<file path="config.mk">
export PLATFORM = sky130hd
export DESIGN_NAME = pipelined_unary_reducer_flat
export DESIGN_NICKNAME = d
export VERILOG_FILES = /design/src/rtl/pipelined_unary_reducer_pkg.sv /design/src/rtl/pipelined_unary_reducer_if.sv /design/src/rtl/pipelined_unary_reducer_stage.sv /design/src/rtl/pipelined_unary_reducer.sv /design/src/flat_wrapper.sv
export SDC_FILE = /design/constraint.sdc
export NUM_CORES = 1
export LEC_CHECK = 0
export ABC_AREA = 1
export CAP_MARGIN = 20
export CELL_PAD_IN_SITES_DETAIL_PLACEMENT = 0
export CELL_PAD_IN_SITES_GLOBAL_PLACEMENT = 1
export CORE_MARGIN = 2
export CORE_UTILIZATION = 35
export DETAILED_ROUTE_END_ITERATION = 10
export GPL_TIMING_DRIVEN = 0
export PLACE_DENSITY = 0.78
export SLEW_MARGIN = 30
export SYNTH_ARGS = -nofsm -noshare
export SYNTH_HDL_FRONTEND = slang
export SYNTH_SLANG_ARGS = --single-unit
</file>
<file path="constraint.sdc">
create_clock -name clk -period 2 [get_ports clk]
set_clock_uncertainty 0.1 [all_clocks]
set_input_delay 0.2 -clock clk [delete_from_list [all_inputs] [get_ports clk]]
set_output_delay 0.2 -clock clk [all_outputs]
set_load 0.01 [all_outputs]
</file>
<file path="src/rtl/pipelined_unary_reducer_pkg.sv">
// Shared types and elaboration helpers for the pipelined unary reducer.
package unary_pkg;

   typedef enum logic [2:0] {
      UOP_AND  = 3'd0,
      UOP_OR   = 3'd1,
      UOP_XOR  = 3'd2,
      UOP_NAND = 3'd3,
      UOP_NOR  = 3'd4,
      UOP_XNOR = 3'd5
   } unary_op_e;

   localparam int MIN_N = 2;
   localparam int MAX_N = 1024;
   localparam int MIN_K = 2;
   localparam int MAX_K = 8;

   // Value that leaves the base operator unchanged when padding a short group.
   function automatic logic identity(input unary_op_e op);
      return (op == UOP_AND) || (op == UOP_NAND);
   endfunction

   // Non-inverted operator the tree actually evaluates.
   function automatic unary_op_e base_op(input unary_op_e op);
      case (op)
         UOP_AND, UOP_NAND: return UOP_AND;
         UOP_XOR, UOP_XNOR: return UOP_XOR;
         default:           return UOP_OR;
      endcase
   endfunction

   function automatic logic is_inverted(input unary_op_e op);
      return (op == UOP_NAND) || (op == UOP_NOR) || (op == UOP_XNOR);
   endfunction

   function automatic logic is_reserved(input logic [2:0] op);
      return op > 3'd5;
   endfunction

   // Number of radix-k levels needed to fold n bits down to one (at least one).
   function automatic int clog_k(input int n, input int k);
      int s;
      int p;
      s = 0;
      p = 1;
      for (int i = 0; i < 32; i++) begin
         if (p < n) begin
            p = p * k;
            s = s + 1;
         end
      end
      return (s < 1) ? 1 : s;
   endfunction

   // Width of the partial-result vector after s levels of folding.
   function automatic int stage_w(input int n, input int k, input int s);
      int w;
      w = n;
      for (int i = 0; i < s; i++) begin
         w = (w + k - 1) / k;
      end
      return w;
   endfunction

endpackage

</file>
<file path="src/rtl/pipelined_unary_reducer_if.sv">
// Operand/result bus of the pipelined unary reducer.
// Handshake: a beat moves on a rising clk edge when valid && ready are both
// high; the sender holds payload stable while valid && !ready; ready never
// depends combinationally on the valid of the same channel.
interface pipelined_unary_reducer_if #(
   parameter int N = 8
);
   logic [N-1:0] a;
   logic [2:0]   op;
   logic         in_valid;
   logic         in_ready;
   logic         c;
   logic [2:0]   op_out;
   logic         out_valid;
   logic         out_ready;
   logic         op_err;

   modport master (
      output a, op, in_valid, out_ready,
      input  in_ready, c, op_out, out_valid, op_err
   );

   modport slave (
      input  a, op, in_valid, out_ready,
      output in_ready, c, op_out, out_valid, op_err
   );
endinterface

</file>
<file path="src/rtl/pipelined_unary_reducer_stage.sv">
// One registered level of the reduction tree: folds groups of K bits with the
// base operator, then holds the partial vector, op and valid until the next
// level can take them. The last level also applies inversion / reserved clamp.
module unary_reduce_stage
   import unary_pkg::*;
#(
   parameter int IN_W  = 8,
   parameter int K     = 4,
   parameter int LAST  = 0,
   localparam int OUT_W = (IN_W + K - 1) / K
) (
   input  logic             clk,
   input  logic             rst_n,
   input  logic [IN_W-1:0]  in_bits,
   input  logic [2:0]       in_op,
   input  logic             in_valid,
   input  logic             nxt_ready,
   output logic [OUT_W-1:0] out_bits,
   output logic [2:0]       out_op,
   output logic             out_valid,
   output logic             ready
);

   localparam int PAD_W = OUT_W * K;

   unary_op_e        op_e;
   unary_op_e        bop;
   logic [PAD_W-1:0] pad;
   logic [OUT_W-1:0] red;
   logic [OUT_W-1:0] bits_d, bits_q;
   logic [2:0]       op_d, op_q;
   logic             v_d, v_q;

   assign op_e  = unary_op_e'(in_op);
   assign bop   = base_op(op_e);
   // An empty stage always accepts, so bubbles collapse under a stall.
   assign ready = nxt_ready || !v_q;

   // Fill the operand out to whole groups with the operator's identity value.
   always_comb begin
      pad = {PAD_W{identity(op_e)}};
      pad[IN_W-1:0] = in_bits;
   end

   for (genvar j = 0; j < OUT_W; j++) begin : g_grp
      assign red[j] = (bop == UOP_AND) ? (&pad[j*K +: K]) :
                      (bop == UOP_XOR) ? (^pad[j*K +: K]) :
                                         (|pad[j*K +: K]);
   end

   // Next register contents; only the final level inverts or clamps.
   always_comb begin
      v_d    = in_valid;
      op_d   = in_op;
      bits_d = red;
      if (LAST != 0) begin
         if (is_reserved(in_op)) bits_d = '0;
         else                    bits_d = red ^ {OUT_W{is_inverted(op_e)}};
      end
   end

   // Level registers advance whenever this level can hand off or is empty.
   always_ff @(posedge clk or negedge rst_n) begin
      if (!rst_n) begin
         v_q    <= 1'b0;
         op_q   <= 3'd0;
         bits_q <= '0;
      end else if (ready) begin
         v_q    <= v_d;
         op_q   <= op_d;
         bits_q <= bits_d;
      end
   end

   assign out_bits  = bits_q;
   assign out_op    = op_q;
   assign out_valid = v_q;

endmodule

</file>
<file path="src/rtl/pipelined_unary_reducer.sv">
// Pipelined N-bit unary reduction (AND/OR/XOR and inverted forms) built from
// S = ceil(log_K(N)) registered radix-K levels with valid/ready flow control.
module pipelined_unary_reducer
   import unary_pkg::*;
#(
   parameter int N = 8,
   parameter int K = 4
) (
   input  logic                        clk,
   input  logic                        rst_n,
   pipelined_unary_reducer_if.slave    bus
);

   localparam int S = clog_k(N, K);

   if (N < MIN_N || N > MAX_N) begin : g_bad_n
      $error("pipelined_unary_reducer: N out of range");
   end
   if (K < MIN_K || K > MAX_K) begin : g_bad_k
      $error("pipelined_unary_reducer: K out of range");
   end

   // Index 0 is the input port; index s is level s. r_s[S+1] is downstream.
   logic [2:0] op_s [0:S];
   logic       v_s  [0:S];
   logic       r_s  [1:S+1];
   logic       c_fin;
   logic       op_err_d, op_err_q;

   assign op_s[0]  = bus.op;
   assign v_s[0]   = bus.in_valid;
   assign r_s[S+1] = bus.out_ready;

   for (genvar s = 1; s <= S; s++) begin : g_stg
      localparam int IW = stage_w(N, K, s - 1);
      localparam int OW = stage_w(N, K, s);

      logic [IW-1:0] in_bits;
      logic [OW-1:0] bits;

      if (s == 1) begin : g_src_in
         assign in_bits = bus.a;
      end else begin : g_src_stg
         assign in_bits = g_stg[s-1].bits;
      end

      unary_reduce_stage #(
         .IN_W (IW),
         .K    (K),
         .LAST ((s == S) ? 1 : 0)
      ) u_stage (
         .clk       (clk),
         .rst_n     (rst_n),
         .in_bits   (in_bits),
         .in_op     (op_s[s-1]),
         .in_valid  (v_s[s-1]),
         .nxt_ready (r_s[s+1]),
         .out_bits  (bits),
         .out_op    (op_s[s]),
         .out_valid (v_s[s]),
         .ready     (r_s[s])
      );

      if (s == S) begin : g_last
         assign c_fin = bits[0];
      end
   end

   // Sticky error: latches once a reserved op is actually accepted.
   always_comb begin
      op_err_d = op_err_q | (bus.in_valid && r_s[1] && is_reserved(bus.op));
   end

   // Error flag register, cleared only by reset.
   always_ff @(posedge clk or negedge rst_n) begin
      if (!rst_n) op_err_q <= 1'b0;
      else        op_err_q <= op_err_d;
   end

   assign bus.in_ready  = r_s[1];
   assign bus.c         = c_fin;
   assign bus.op_out    = op_s[S];
   assign bus.out_valid = v_s[S];
   assign bus.op_err    = op_err_q;

endmodule

</file>
<file path="src/flat_wrapper.sv">
// flat-port wrapper written by rule: the top's interface ports become plain ports
module pipelined_unary_reducer_flat import unary_pkg::*;
#(
   parameter int N = 8,
   parameter int K = 4
)
  (clk, rst_n, bus_a, bus_op, bus_in_valid, bus_out_ready, bus_in_ready, bus_c, bus_op_out, bus_out_valid, bus_op_err);
  pipelined_unary_reducer_if #(.N(N)) bus_i ();
  input  logic clk;
  input  logic rst_n;
  input wire logic [$bits(bus_i.a)-1:0] bus_a;
  input wire logic [$bits(bus_i.op)-1:0] bus_op;
  input wire logic [$bits(bus_i.in_valid)-1:0] bus_in_valid;
  input wire logic [$bits(bus_i.out_ready)-1:0] bus_out_ready;
  output wire logic [$bits(bus_i.in_ready)-1:0] bus_in_ready;
  output wire logic [$bits(bus_i.c)-1:0] bus_c;
  output wire logic [$bits(bus_i.op_out)-1:0] bus_op_out;
  output wire logic [$bits(bus_i.out_valid)-1:0] bus_out_valid;
  output wire logic [$bits(bus_i.op_err)-1:0] bus_op_err;
  assign bus_i.a = bus_a;
  assign bus_i.op = bus_op;
  assign bus_i.in_valid = bus_in_valid;
  assign bus_i.out_ready = bus_out_ready;
  assign bus_in_ready = bus_i.in_ready;
  assign bus_c = bus_i.c;
  assign bus_op_out = bus_i.op_out;
  assign bus_out_valid = bus_i.out_valid;
  assign bus_op_err = bus_i.op_err;
  pipelined_unary_reducer #(.N(N), .K(K)) u_core (.clk(clk), .rst_n(rst_n), .bus(bus_i));
endmodule
</file>
# After elaboration in Yosys (flattened, before gate mapping)
# Index checks and enable logic that the tools add are counted.
# op_classes
n_lt_le_gt_ge	2
n_eq_ne	9
muxes	9
bitwise_logic	2
n_reduce_logical	26
# ops
cell	n
equality test 3 x 2 -> 1 bit (second input constant)	6
zero test 3 bit	4
parity 4 bit	3
equality test 3 bit (second input constant)	3
case mux 2 bit (2 select lines)	2
AND reduction 4 bit	2
OR reduction 2 bit	4
OR reduction 4 bit	2
2-to-1 mux 1 bit	7
> comparator 3 bit (second input constant)	2
logical OR 1 bit	5
AND reduction 3 bit	1
OR reduction 3 bit	1
logical AND 1 bit	2
zero test 1 bit	2
OR 1 bit	1
bitwise XOR 1 bit	1
# totals
register_bits	12
input_bits	15
out_inout_bits	7
word_cells	55

# Longest topological paths before layout
# Gate-level depths: netlist of the first run.
# depth
word_depth	8
depth_mapped	7
mapped_depth_nobuf	7

# Cells and area by module
# From an unflattened synthesis of the first run, not the netlist that was laid out.
# unflattened
cells_unflattened	110
hier_area_um2	833.3
# modules_own_cells
mod	n_inst	cells_each	area_each_um2	seq_area_each_um2
unary_reduce_stage (u_core.g_stg[1].u_stage)	1	64	499.2	150.1
unary_reduce_stage (u_core.g_stg[2].u_stage)	1	41	292.8	125.1
pipelined_unary_reducer	1	5	41.3	25.0

# Worst setup path before layout of the first run
# No wires, ideal clock.
# synth_timing
path_type	register to register
startpoint	reg u_core.g_stg[2].u_stage.v_q
endpoint	reg u_core.g_stg[1].u_stage.bits_q[0]
setup_time_ns	0.122
t_arrival_ns	0.929
t_required_ns	1.778
slack_ns	0.850
stages_incl_launch_ff	7
path_buffers	0
synth_period_minus_slack_ns	1.150
cell_sequence	dfrtp_1 inv_1 nor2_4 nand2_4 clkinv_2 a21oi_1 a21oi_2
# synth_between
elab_chain_len	3
# synth_lines
element	line	rtl
from (decl)	pipelined_unary_reducer_stage.sv:32	logic v_d, v_q;
from (signal assigned)	pipelined_unary_reducer_stage.sv:69	v_q <= v_d;
zero test 1 bit	pipelined_unary_reducer_stage.sv:37	assign ready = nxt_ready || !v_q;
logical OR 1 bit (2 in series)	pipelined_unary_reducer_stage.sv:37	
net bus_in_ready	flat_wrapper.sv:15	output wire logic [$bits(bus_i.in_ready)-1:0] bus_in_ready;
to (signal assigned)	pipelined_unary_reducer_stage.sv:71	bits_q <= bits_d;
to (decl)	pipelined_unary_reducer_stage.sv:30	logic [OUT_W-1:0] bits_d, bits_q;
# The timed path passes the listed nets, and every way through them passes these cells.
# A chain may end at the register's enable or synchronous reset.

# Final worst setup path of the first run
# layout_timing
startpoint	in bus_out_ready
endpoint	out bus_in_ready
# layout_between
elab_chain_len	2
# layout_lines
element	line	rtl
from (decl)	flat_wrapper.sv:14	input wire logic [$bits(bus_i.out_ready)-1:0] bus_out_ready;
logical OR 1 bit (2 in series)	pipelined_unary_reducer_stage.sv:37	
to (decl)	flat_wrapper.sv:15	
# Every way passes these cells.

==> impl_metrics.yaml, run 1 <==
status:
  status: "finished, final reports clean"
layout:
  fin_area_mm2: 0.00104
  final_nets: 147
  area_delta_synth_final_pct: 34.6
  diodes: 0
  drive_above_1_share_pct: 9.84
clocking:
  worst_setup_hold_path_clk_slew_ns: 0.07
  clock_path_buffers: 2
  cts.sinks: 12
  worstSkewPairLatency_ns: 0.27
  cts-buffers-inserted: 3
  cts_resized: 0
  ctsHoldBuffers: 0
  htree_levels: 1
  tritoncts: "done"
  post-cts-setup-buffers: 0
  cts-root-buf: "clkbuf_4"
drt:
  vias: 677
  drc_errors: 0
  wirelength_um: 1390
  drt-initial-drc-count: 12
  post_drt_wl_per_cell_um: 9.24
  first_pass_iters: 4
  vias_per_cell: 4.51
  antenna_left: 0
sta:
  fmax_mhz: 565
  grt_setup_unrepaired: "no"
  final.setup.tns_ns: 0
  period_needed_ns: 1.77
  finalCritPeriodShare_pct: 88.6
  relSlewSlack_pct: 64.3
  worst_pin_slew_ns: 0.534
  finalMaxSlewViolations: 0
  setup-violations-final: 0
  hold_viol: 0
power:
  powerDensity_mw_per_mm2: 604
  ir_worst_vdd_mv: 0.269
  leakage_nw: 0.544
synth:
  synth_flop_cell: "dfrtp_1"
  yosysMostFrequentCell: "nand2_1"
  ys_async_sr_fraction_pct: 100
  synth_edf_count: 0
  synth_nets: 121
  netlist_top_cells_count: "nand2_1 (24), inv_1 (16), dfrtp_1 (12), ha_1 (8), a21oi_1 (7)"
  syn_inst: 98
  yosysWarnings: 0
  ys_types: 21
  synth_top_area_share_pct: 38.8
  yosys.area.top_type: "dfrtp_1"
  syn-cell-area_um2: 774
  avgSynthCellArea_um2: 7.90
  synth_area_leaders: "dfrtp_1 (39%), ha_1 (13%), nand2_1 (12%)"
  ys_seq_elements: 12
  ys_seq_area_share_pct: 38.8
die:
  die_h_um: 51.0
  initial_core_util_pct: 36.1
  die_area_mm2: 0.00261
  row_count: 17
  core_area_mm2: 0.00215
  io_pins: 22
  chipWidth_um: 51.0
critical_path:
  cp_slowest_cell: "clkdlybuf4s50_1"
  end_kind: "primary output"
  cp.arrival_ns: 1.47
  critPathRequiredTime_ns: 1.70
  crit_fanout: 9
  cp_top_family: "buffers and inverters"
  cpPeakStageDelay_ns: 0.50
  r2r-start: "u_core.g_stg[2].u_stage.out_valid$_DFFE_PN0P_"
  critPathKind: "input port to primary output"
  start_kind: "input port"
  path_cells: "clkdlybuf4s50_1, nor2_4, nand2_4, clkdlybuf4s50_1"
  path_common_cell: "clkdlybuf4s50_1"
  path_buf_inv: 2
  crit_start: "bus_out_ready"
global_routing:
  grt_pass1_vias: 623
  track_usage_pct: 12.4
  grt_max_degree: 13
  grt_first_pass_wirelength_um: 2370
  overflow: 0
  antenna_found_initial: 0
placement:
  place_area_mm2: 0.00102
  numPortBuffers: 21
  dp_hpwl_um: 1170
  gp_congestion: 0.761
run:
  cap_violations: 0
worst_hold_path:
  min_path_type: "input port to asynchronous set/reset pin"
flip-flops by register name (all words and copies together) (netlist names):
signal                          cells
u_core.g_stg.u_stage.out_op         6
u_core.g_stg.u_stage.out_bits       3
u_core.bus.op_err                   1
u_core.g_stg.u_stage.out_valid      2
cell usage in the layout (no fill, tap or decap), types with 2 or more instances in the layout:
master,instances
xor2_1,3
ha_1,8
clkdlybuf4s50_1,21
nand3_1,5
a21oi_1,7
inv_1,16
clkbuf_4,3
nor2_1,4
nand2_1,24
inv_2,2
a21oi_2,2
dfrtp_1,12
o21ai_0,5
power by group:
part | switching (mW) | internal [mW] | leakage (nW)
Clock | 0.0768 | 0.0698 | 0.0138
Sequential | 0.0243 | 0.273 | 0.136
Combinational | 0.0876 | 0.0980 | 0.394
final timing paths:
path | to | slack, ns | cells past startpoint
worst max-delay path | bus_in_ready | 0.23 | 4
max in group asynchronous | u_core.g_stg[2].u_stage.out_valid$_DFFE_PN0P_ | 1.27 | 1
worst max register to register | u_core.g_stg[1].u_stage.out_bits[1]$_DFFE_PN0N_ | 0.83 | 6
min in group clk | u_core.bus.op_err$_DFF_PN0_ | 0.38 | 1
worst min register to register | u_core.bus.op_err$_DFF_PN0_ | 0.38 | 1
worst min-delay path | u_core.g_stg[2].u_stage.out_op[2]$_DFFE_PN0P_ | 0.17 | 1
area by class of cell:
type	count	area, um^2
repair buffers	21	210
clock buffers	3	22.5
flip-flops and latches	12	300
well taps	28	35.0
fillers	232	1110
multi-input cells	66	398
inverters	20	76.3
stage by stage:
step | setup slack (ns) | instances | power (mW) | util [%] | hold slack, ns
floorplan | 0.850 | 98 | 0.398 | - | -0.196
global placement | 0.220 | 147 | 0.487 | 47.5 | 0.362
detailed placement | 0.212 | 147 | 0.492 | 47.5 | 0.368
CTS | 0.203 | 150 | 0.641 | 48.5 | 0.193
global route | 0.123 | 150 | 0.678 | 48.5 | 0.216
finish | 0.229 | 150 | 0.630 | 48.5 | 0.174
cells by family (layout without fill, tap and decap cells):
group	after synthesis	in the layout	synth area share [%]
simple gates	40	40	24.1
buf+inv	20	44	9.85
compound gates	15	15	11.0
flops	12	12	38.8
fa+ha+maj	8	8	12.9
xor+xnor	3	3	3.39
per-layer routing:
metal	track usage [%]	wire, um	vias to the layer above
met5	0	0	-
li1	-	-	355
met1	12.0	552	294
met2	23.2	697	23
met3	2.05	87	5
met4	9.46	47	0
Note: power is estimated with default switching activity, not from simulation.
==> run 2, diff against run 1 <==
--- a/config.mk
+++ b/config.mk
@@ -12,9 +12,8 @@
 export CORE_MARGIN = 2
 export CORE_UTILIZATION = 35
 export DETAILED_ROUTE_END_ITERATION = 10
-export GPL_TIMING_DRIVEN = 0
 export PLACE_DENSITY = 0.78
-export SLEW_MARGIN = 30
+export SLEW_MARGIN = 40
 export SYNTH_ARGS = -nofsm -noshare
 export SYNTH_HDL_FRONTEND = slang
 export SYNTH_SLANG_ARGS = --single-unit
==> impl_metrics.yaml, run 2 (synthesized netlist as in run 1, its figures left out) <==
sta:
  grt_setup_unrepaired: "no"
  relSlewSlack_pct: 65.1
  hold_ws_ns: 0.166
  final.setup.tns_ns: 0
  setup-violations-final: 0
  worst_pin_slew_ns: 0.523
  finalCritPeriodShare_pct: 87.8
  period_needed_ns: 1.76
  finalMaxSlewViolations: 0
  fmax_mhz: 570
  hold_viol: 0
global_routing:
  grt_pass1_vias: 615
  grt_max_degree: 13
  grt_first_pass_wirelength_um: 2430
  track_usage_pct: 12.6
  overflow: 0
  antenna_found_initial: 0
die:
  die_area_mm2: 0.00261
  core_area_mm2: 0.00215
  chipWidth_um: 51.0
  initial_core_util_pct: 36.1
  row_count: 17
  io_pins: 22
  die_h_um: 51.0
layout:
  area_delta_synth_final_pct: 36.3
  largest_reg_flops: 6
  layout_common_cells: "nand2_1 (24), clkdlybuf4s50_1 (21), inv_1 (16)"
  fin_cells: 151
  diodes: 0
  n_fill_cell: 239
  final_nets: 147
  final_common_cell: "nand2_1"
  drive_above_1_share_pct: 10.6
  multiInputGateArea_um2: 398
  regArea_um2: 300
clocking:
  post-cts-setup-buffers: 0
  worstSkewPairLatency_ns: 0.28
  cts-buffers-inserted: 3
  tritoncts: "done"
  worst_setup_hold_path_clk_slew_ns: 0.07
  cts-root-buf: "clkbuf_4"
  cts.sinks: 12
  cts_resized: 0
  clock_path_buffers: 2
  htree_levels: 1
  ctsHoldBuffers: 0
drt:
  wirelength_um: 1370
  vias_per_cell: 4.54
  drc_errors: 0
  drt-initial-drc-count: 3
  post_drt_wl_per_cell_um: 9.08
  vias: 685
  antenna_left: 0
  first_pass_iters: 2
placement:
  numPortBuffers: 21
  gp_congestion: 0.711
  dp_hpwl_um: 1210
  dp_cells: 147
critical_path:
  critPathRequiredTime_ns: 1.70
  reg2reg_depth: 6
  r2r_slack_ns: 0.85
  crit_start: "bus_out_ready"
  r2r-end: "u_core.g_stg[1].u_stage.out_bits[0]$_DFFE_PN0N_"
  end_kind: "primary output"
  r2r-start: "u_core.g_stg[2].u_stage.out_valid$_DFFE_PN0P_"
  critPathKind: "input port to primary output"
  crit_fanout: 9
  cp.arrival_ns: 1.46
  start_kind: "input port"
worst_hold_path:
  min_path_type: "input port to asynchronous set/reset pin"
power:
  leakage_nw: 0.551
  powerDensity_mw_per_mm2: 636
  ir_worst_vdd_mv: 0.261
run:
  cap_violations: 0
status:
  status: "finished, final reports clean"
==> run 2: cell types whose count changed in the layout (fill, tap and decap cells not counted) <==
| cell | change |
|---|---|
| clkbuf_8 | +1 |
==> run 2: routing by layer <==
metal / share of wire, % / GRT usage (%)
met1: 39 / 12.6
met2: 54 / 22.9
met3: 5.8 / 2.92
met4: 2.0 / 8.11
met5: 0 / 0
==> run 2: metrics by stage <==
stage	utilization (%)	total power, mW	setup slack (ns)	cell area (um^2)
after floorplan	-	0.398	0.850	774
after global placement	47.5	0.490	0.242	1020
after detailed placement	47.5	0.494	0.240	1020
after CTS	49.2	0.688	0.229	1060
after global routing	49.2	0.724	0.160	1060
final	49.2	0.672	0.244	1060
==> run 2: how the worst max path moves through the flow <==
stage / end / slack [ns] / cells past startpoint
floorplan: u_core.g_stg[1].u_stage.out_bits[0]$_DFFE_PN0N_ / 0.85 / 6
global route: bus_in_ready / 0.16 / 4
global placement: bus_in_ready / 0.24 / 4
CTS: bus_in_ready / 0.23 / 4
finish: bus_in_ready / 0.24 / 4
detailed placement: bus_in_ready / 0.24 / 4
==> run 2: worst max-delay path, cell delays in order <==
cell	delay, ns
clkdlybuf4s50_1	0.44
nor2_4	0.21
nand2_4	0.11
clkdlybuf4s50_1	0.49
==> run 2: cell type report <==
cell class | instances | area share, %
multi-input combinational | 66 | 37.7
sequential | 12 | 28.4
timing repair buffer | 21 | 19.9
inverter | 20 | 7.23
clock buffer | 4 | 3.44
tap | 28 | 3.32
==> run 2: power breakdown <==
group / switching [mW] / internal [mW] / total, mW
Combinational: 0.0879 / 0.0980 / 0.186
Sequential: 0.0243 / 0.273 / 0.298
Clock: 0.0777 / 0.111 / 0.188
Total: 0.190 / 0.482 / 0.672
